--- src/rtl/mem_arbiter.sv ---
// mem_arbiter: round-robin arbiter sharing one memory port between fetch and load/store units
module mem_arbiter #(
  parameter int ADDR_W = 32,
  parameter int DATA_W = 32
) (
  input  logic                clk,
  input  logic                rst,
  input  logic                ifu_req_valid,
  output logic                ifu_req_ready,
  input  logic [ADDR_W-1:0]   ifu_addr,
  output logic                ifu_resp_valid,
  input  logic                lsu_req_valid,
  output logic                lsu_req_ready,
  input  logic [ADDR_W-1:0]   lsu_addr,
  input  logic                lsu_wen,
  input  logic [DATA_W-1:0]   lsu_wdata,
  input  logic [DATA_W/8-1:0] lsu_wmask,
  output logic                lsu_resp_valid,
  output logic [DATA_W-1:0]   resp_rdata,
  output logic                mem_req_valid,
  input  logic                mem_req_ready,
  output logic [ADDR_W-1:0]   mem_addr,
  output logic                mem_wen,
  output logic [DATA_W-1:0]   mem_wdata,
  output logic [DATA_W/8-1:0] mem_wmask,
  input  logic                mem_resp_valid,
  input  logic [DATA_W-1:0]   mem_rdata
);
  typedef enum logic [1:0] {IDLE, REQ, RESP} state_t;
  state_t              state, state_nx;
  logic                last_lsu, owner_lsu, gnt_ifu, gnt_lsu;
  logic [ADDR_W-1:0]   addr_q;
  logic                wen_q;
  logic [DATA_W-1:0]   wdata_q;
  logic [DATA_W/8-1:0] wmask_q;
  // grant only in IDLE; on a tie the requester not served last wins
  always_comb begin
    gnt_ifu = state == IDLE && ifu_req_valid && (!lsu_req_valid || last_lsu);
    gnt_lsu = state == IDLE && lsu_req_valid && !gnt_ifu;
  end
  // next-state: one transaction walks IDLE -> REQ -> RESP -> IDLE
  always_comb begin
    state_nx = state;
    case (state)
      IDLE:    state_nx = (gnt_ifu || gnt_lsu) ? REQ : IDLE;
      REQ:     state_nx = mem_req_ready ? RESP : REQ;
      RESP:    state_nx = mem_resp_valid ? IDLE : RESP;
      default: state_nx = IDLE;
    endcase
  end
  // outputs: latched request shown only while requesting, response forwarded only in RESP
  always_comb begin
    ifu_req_ready  = gnt_ifu;
    lsu_req_ready  = gnt_lsu;
    mem_req_valid  = state == REQ;
    mem_addr       = mem_req_valid ? addr_q : '0;
    mem_wen        = mem_req_valid && wen_q;
    mem_wdata      = mem_req_valid ? wdata_q : '0;
    mem_wmask      = mem_req_valid ? wmask_q : '0;
    ifu_resp_valid = state == RESP && mem_resp_valid && !owner_lsu;
    lsu_resp_valid = state == RESP && mem_resp_valid && owner_lsu;
    resp_rdata     = (ifu_resp_valid || lsu_resp_valid) ? mem_rdata : '0;
  end
  // state register and request latch; requester inputs captured only on the grant cycle
  always_ff @(posedge clk) begin
    if (rst) begin
      state     <= IDLE;
      last_lsu  <= 1'b1;
      owner_lsu <= 1'b0;
      addr_q    <= '0;
      wen_q     <= 1'b0;
      wdata_q   <= '0;
      wmask_q   <= '0;
    end else begin
      state <= state_nx;
      if (gnt_ifu || gnt_lsu) begin
        last_lsu  <= gnt_lsu;
        owner_lsu <= gnt_lsu;
        addr_q    <= gnt_lsu ? lsu_addr : ifu_addr;
        wen_q     <= gnt_lsu && lsu_wen;
        wdata_q   <= gnt_lsu ? lsu_wdata : '0;
        wmask_q   <= gnt_lsu ? lsu_wmask : '0;
      end
    end
  end
endmodule
--- config.mk ---
export PLATFORM = sky130hd
export DESIGN_NAME = mem_arbiter
export DESIGN_NICKNAME = d
export VERILOG_FILES = /design/src/rtl/mem_arbiter.sv
export SDC_FILE = /design/constraint.sdc
export NUM_CORES = 1
export LEC_CHECK = 0
export ABC_AREA = 1
export ABC_CLOCK_PERIOD_IN_PS = 1200
export BUFFER_PORTS_ARGS = -buffer_cell sky130_fd_sc_hd__buf_2
export CAP_MARGIN = 30
export CORE_MARGIN = 1
export CORE_UTILIZATION = 40
export DETAILED_ROUTE_END_ITERATION = 8
export PLACE_DENSITY = 0.76
export SLEW_MARGIN = 5
export SYNTH_ARGS = -nofsm -noshare
export SYNTH_HDL_FRONTEND = slang
export SYNTH_SLANG_ARGS = --single-unit
--- constraint.sdc ---
create_clock -name clk -period 1.2 [get_ports clk]
set_input_delay 0 -clock clk [delete_from_list [all_inputs] [get_ports clk]]
set_output_delay 0 -clock clk [all_outputs]
set_load 0.05 [all_outputs]
==> out/results.ini <==
[setup_path]
crit_start = state[1]$_SDFF_PP0_
cp_max_fo = 10
reg2reg_slack_ns = -0.39
ff2ff_path_depth = 7
endpoint = wmask_q[0]$_SDFFE_PP0P_
critPathMaxStageDelay_ns = 0.37
crit_arrival_ns = 1.85
reg2reg_from = state[1]$_SDFF_PP0_
required_ns = 1.46
worstSetupPathType = register to register
crit_path_end_kind = register
crit_chain = nor2_4 -> nand2_4 -> inv_4 -> buf_4 -> buf_12 -> nand3_1 -> a21oi_2
rr_endpoint = wmask_q[0]$_SDFFE_PP0P_
start_kind = register
crit_path_top_delay_cell = dfxtp_4

[power]
clock_power_share = 0.237
p_int_w = 0.00525
sequentialPowerShare = 0.317
combPwrFrac = 0.446
swShare = 0.392
leakagePower_nw = 4.18
switchingPower_w = 0.00339
peakVddDrop_v = 0.000645
pwr_density_cell_nw_per_um2 = 971

[synthesis]
syn_nets = 828
synth_area_sq_um = 4140
syn_avg_cell_area_sq_um = 6.01
synthCells = 689
yosysSeqAreaShare = 0.353
synth_cell_type_count = 19
ys_ff_latch = 73
yosys_warnings = 0

[grt]
grt_overflow = 0
met1_usage = 0.384
grt_max_degree = 40
grt_first_pass_wirelength_mm = 30.1
gr-usage-met2 = 0.615
antenna_found_initial = 0
grt.busiest_layer = met2
grtUsageMet3 = 0.0806
grt_pass1_vias = 6072
grt_util_all_layers = 0.347

[routing]
drc = 0
detail-route-antenna-nets = 0
first_pass_iters = 6
wire_per_inst_um = 20.4
routed_wl_mm = 24.2
vias = 6596
routed_via_density = 5.57
drtIter0Drc = 725

[place]
portBuffers = 244
post-place-ws_ns = -0.121
place.gp.congestion = 0.796
placed_cells = 1036
dp_hpwl_mm = 8.52

[timing]
worst_pin_slew_ns = 0.465
period_share = 1.33
max_freq_mhz = 628
period_needed_ns = 1.59
relSlewSlack = 0.690
drv_slew = 0
finalHoldViolCount = 0
setup_violations = 178
setup_slack_ns = -0.392
rsz0062_at_grt = true
fin_skew_ns = 0.00619

[layout]
drive_gt1_frac = 0.460
num-nets-final = 1185
layout_common_cells = buf_2 (138), inv_1 (135), dlygate4sd3_1 (102)
syn_to_final_growth_pct = 115
layout_commonest_cell = buf_2
diodes = 0
fin_cells = 1184

[floorplan]
die_area_sq_um = 10800
coreArea_sq_um = 9910
dieWidth_um = 104
ios = 245
fp.dieH_um = 104
start_util = 0.418
placementRows = 36

[clocking]
clk_latency_ns = 0.35
htree_levels = 3
clk_pin_slew_ns = 0.09
cts_buffer_depth = 2
cts_sinks = 73
cts.root.buffer_cell = clkbuf_8
cts_tree = done
cts_buffers = 9

[outcome]
violations = setup timing
outcome = finished, violations left

[hold_path]
hold_class = input port to register

[flow_run]
maxCapViolations = 0

==> registers in the layout (all words and copies together) (netlist names) <==
signal,flops
wdata_q,32
state,2
wmask_q,4
owner_lsu,1
last_lsu,1
addr_q,32
wen_q,1
==> worst min-delay path by stage <==
stage | start | to | slack [ns] | depth (start not counted)
6_report | lsu_addr[16] | addr_q[16]$_SDFFE_PP0P_ | 0.03 | 5
5_1_grt | lsu_addr[16] | addr_q[16]$_SDFFE_PP0P_ | 0.04 | 5
4_1_cts | rst | last_lsu$_SDFFE_PP1P_ | 0.01 | 3
3_5_place_dp | mem_req_ready | state[1]$_SDFF_PP0_ | 0.27 | 3
3_3_place_gp | lsu_wdata[5] | wdata_q[5]$_SDFFE_PP0P_ | 0.28 | 3
2_1_floorplan | mem_req_ready | state[1]$_SDFF_PP0_ | 0.14 | 2
==> critical path, delay by kind of cell (launching register included) <==
family / cells / cell delay (ns)
DFF: 1 / 0.37
AOI/OAI and AO/OA: 1 / 0.31
and+or+nand+nor: 3 / 0.41
buffers and inverters: 3 / 0.41
==> layout make-up <==
type | count | area (sq um)
clock buffer | 9 | 124
clock inverter | 7 | 78.8
fill | 377 | 1010
inverter | 143 | 548
multi-input combinational | 423 | 2600
sequential | 73 | 1470
tap | 133 | 166
timing repair buffer | 396 | 3910
==> metrics by stage <==
step                hold slack (ns)  utilization  instance area [sq um]  power (W)  setup TNS [ns]
global placement              0.275        0.588                   5830    0.00499           -3.03
floorplan                     0.137            -                   4410    0.00436           -9.91
detailed placement            0.269        0.588                   5830    0.00501           -6.42
finish                       0.0329        0.898                   8900    0.00864          -36.54
global route                 0.0393        0.898                   8900    0.00892          -47.74
CTS                         0.00963        0.831                   8230    0.00785          -29.43
==> power by group through the flow <==
stage | sequential, W | combinational, W | clock (W)
final | 0.00274 | 0.00385 | 0.00205
after global routing | 0.00275 | 0.00402 | 0.00214
after CTS | 0.00270 | 0.00314 | 0.00200
after detailed placement | 0.00276 | 0.00225 | 0
after global placement | 0.00275 | 0.00224 | 0
after floorplan | 0.00274 | 0.00162 | 0
==> Yosys cell counts (all sizes together) <==
library cell,n,share of area
nor2,137,0.12
nand3,108,0.13
nand3b,1,0.0018
buf,28,0.053
a21oi,38,0.046
a211oi,1,0.0030
nand2,104,0.095
dfxtp,73,0.35
clkinv,1,0.00091
inv,142,0.13
clkbuf,22,0.020
o21ai,34,0.041
==> cell families after synthesis <==
| family | count (synthesis) | synth area share |
|---|---|---|
| compound gates | 73 | 0.0901 |
| buf+inv | 193 | 0.203 |
| flops | 73 | 0.353 |
| simple gates | 350 | 0.354 |
==> metal layers <==
metal | wire length, um | share of wire | vias up
li1 | - | - | 2799
met1 | 7980 | 0.33 | 2975
met2 | 11700 | 0.48 | 624
met3 | 2670 | 0.11 | 198
met4 | 1810 | 0.075 | 0
met5 | 0 | 0 | -
==> repair_timing <==
action,CTS,global route
setup buffers,7,6
cloned,9,9
setup endpoints to repair,176,178
resized for setup,305,142
hold buffers,102,0
pin swaps,9,5
endpoints found under the hold margin,71,0
No activity file was read; power rests on OpenSTA's default activity.
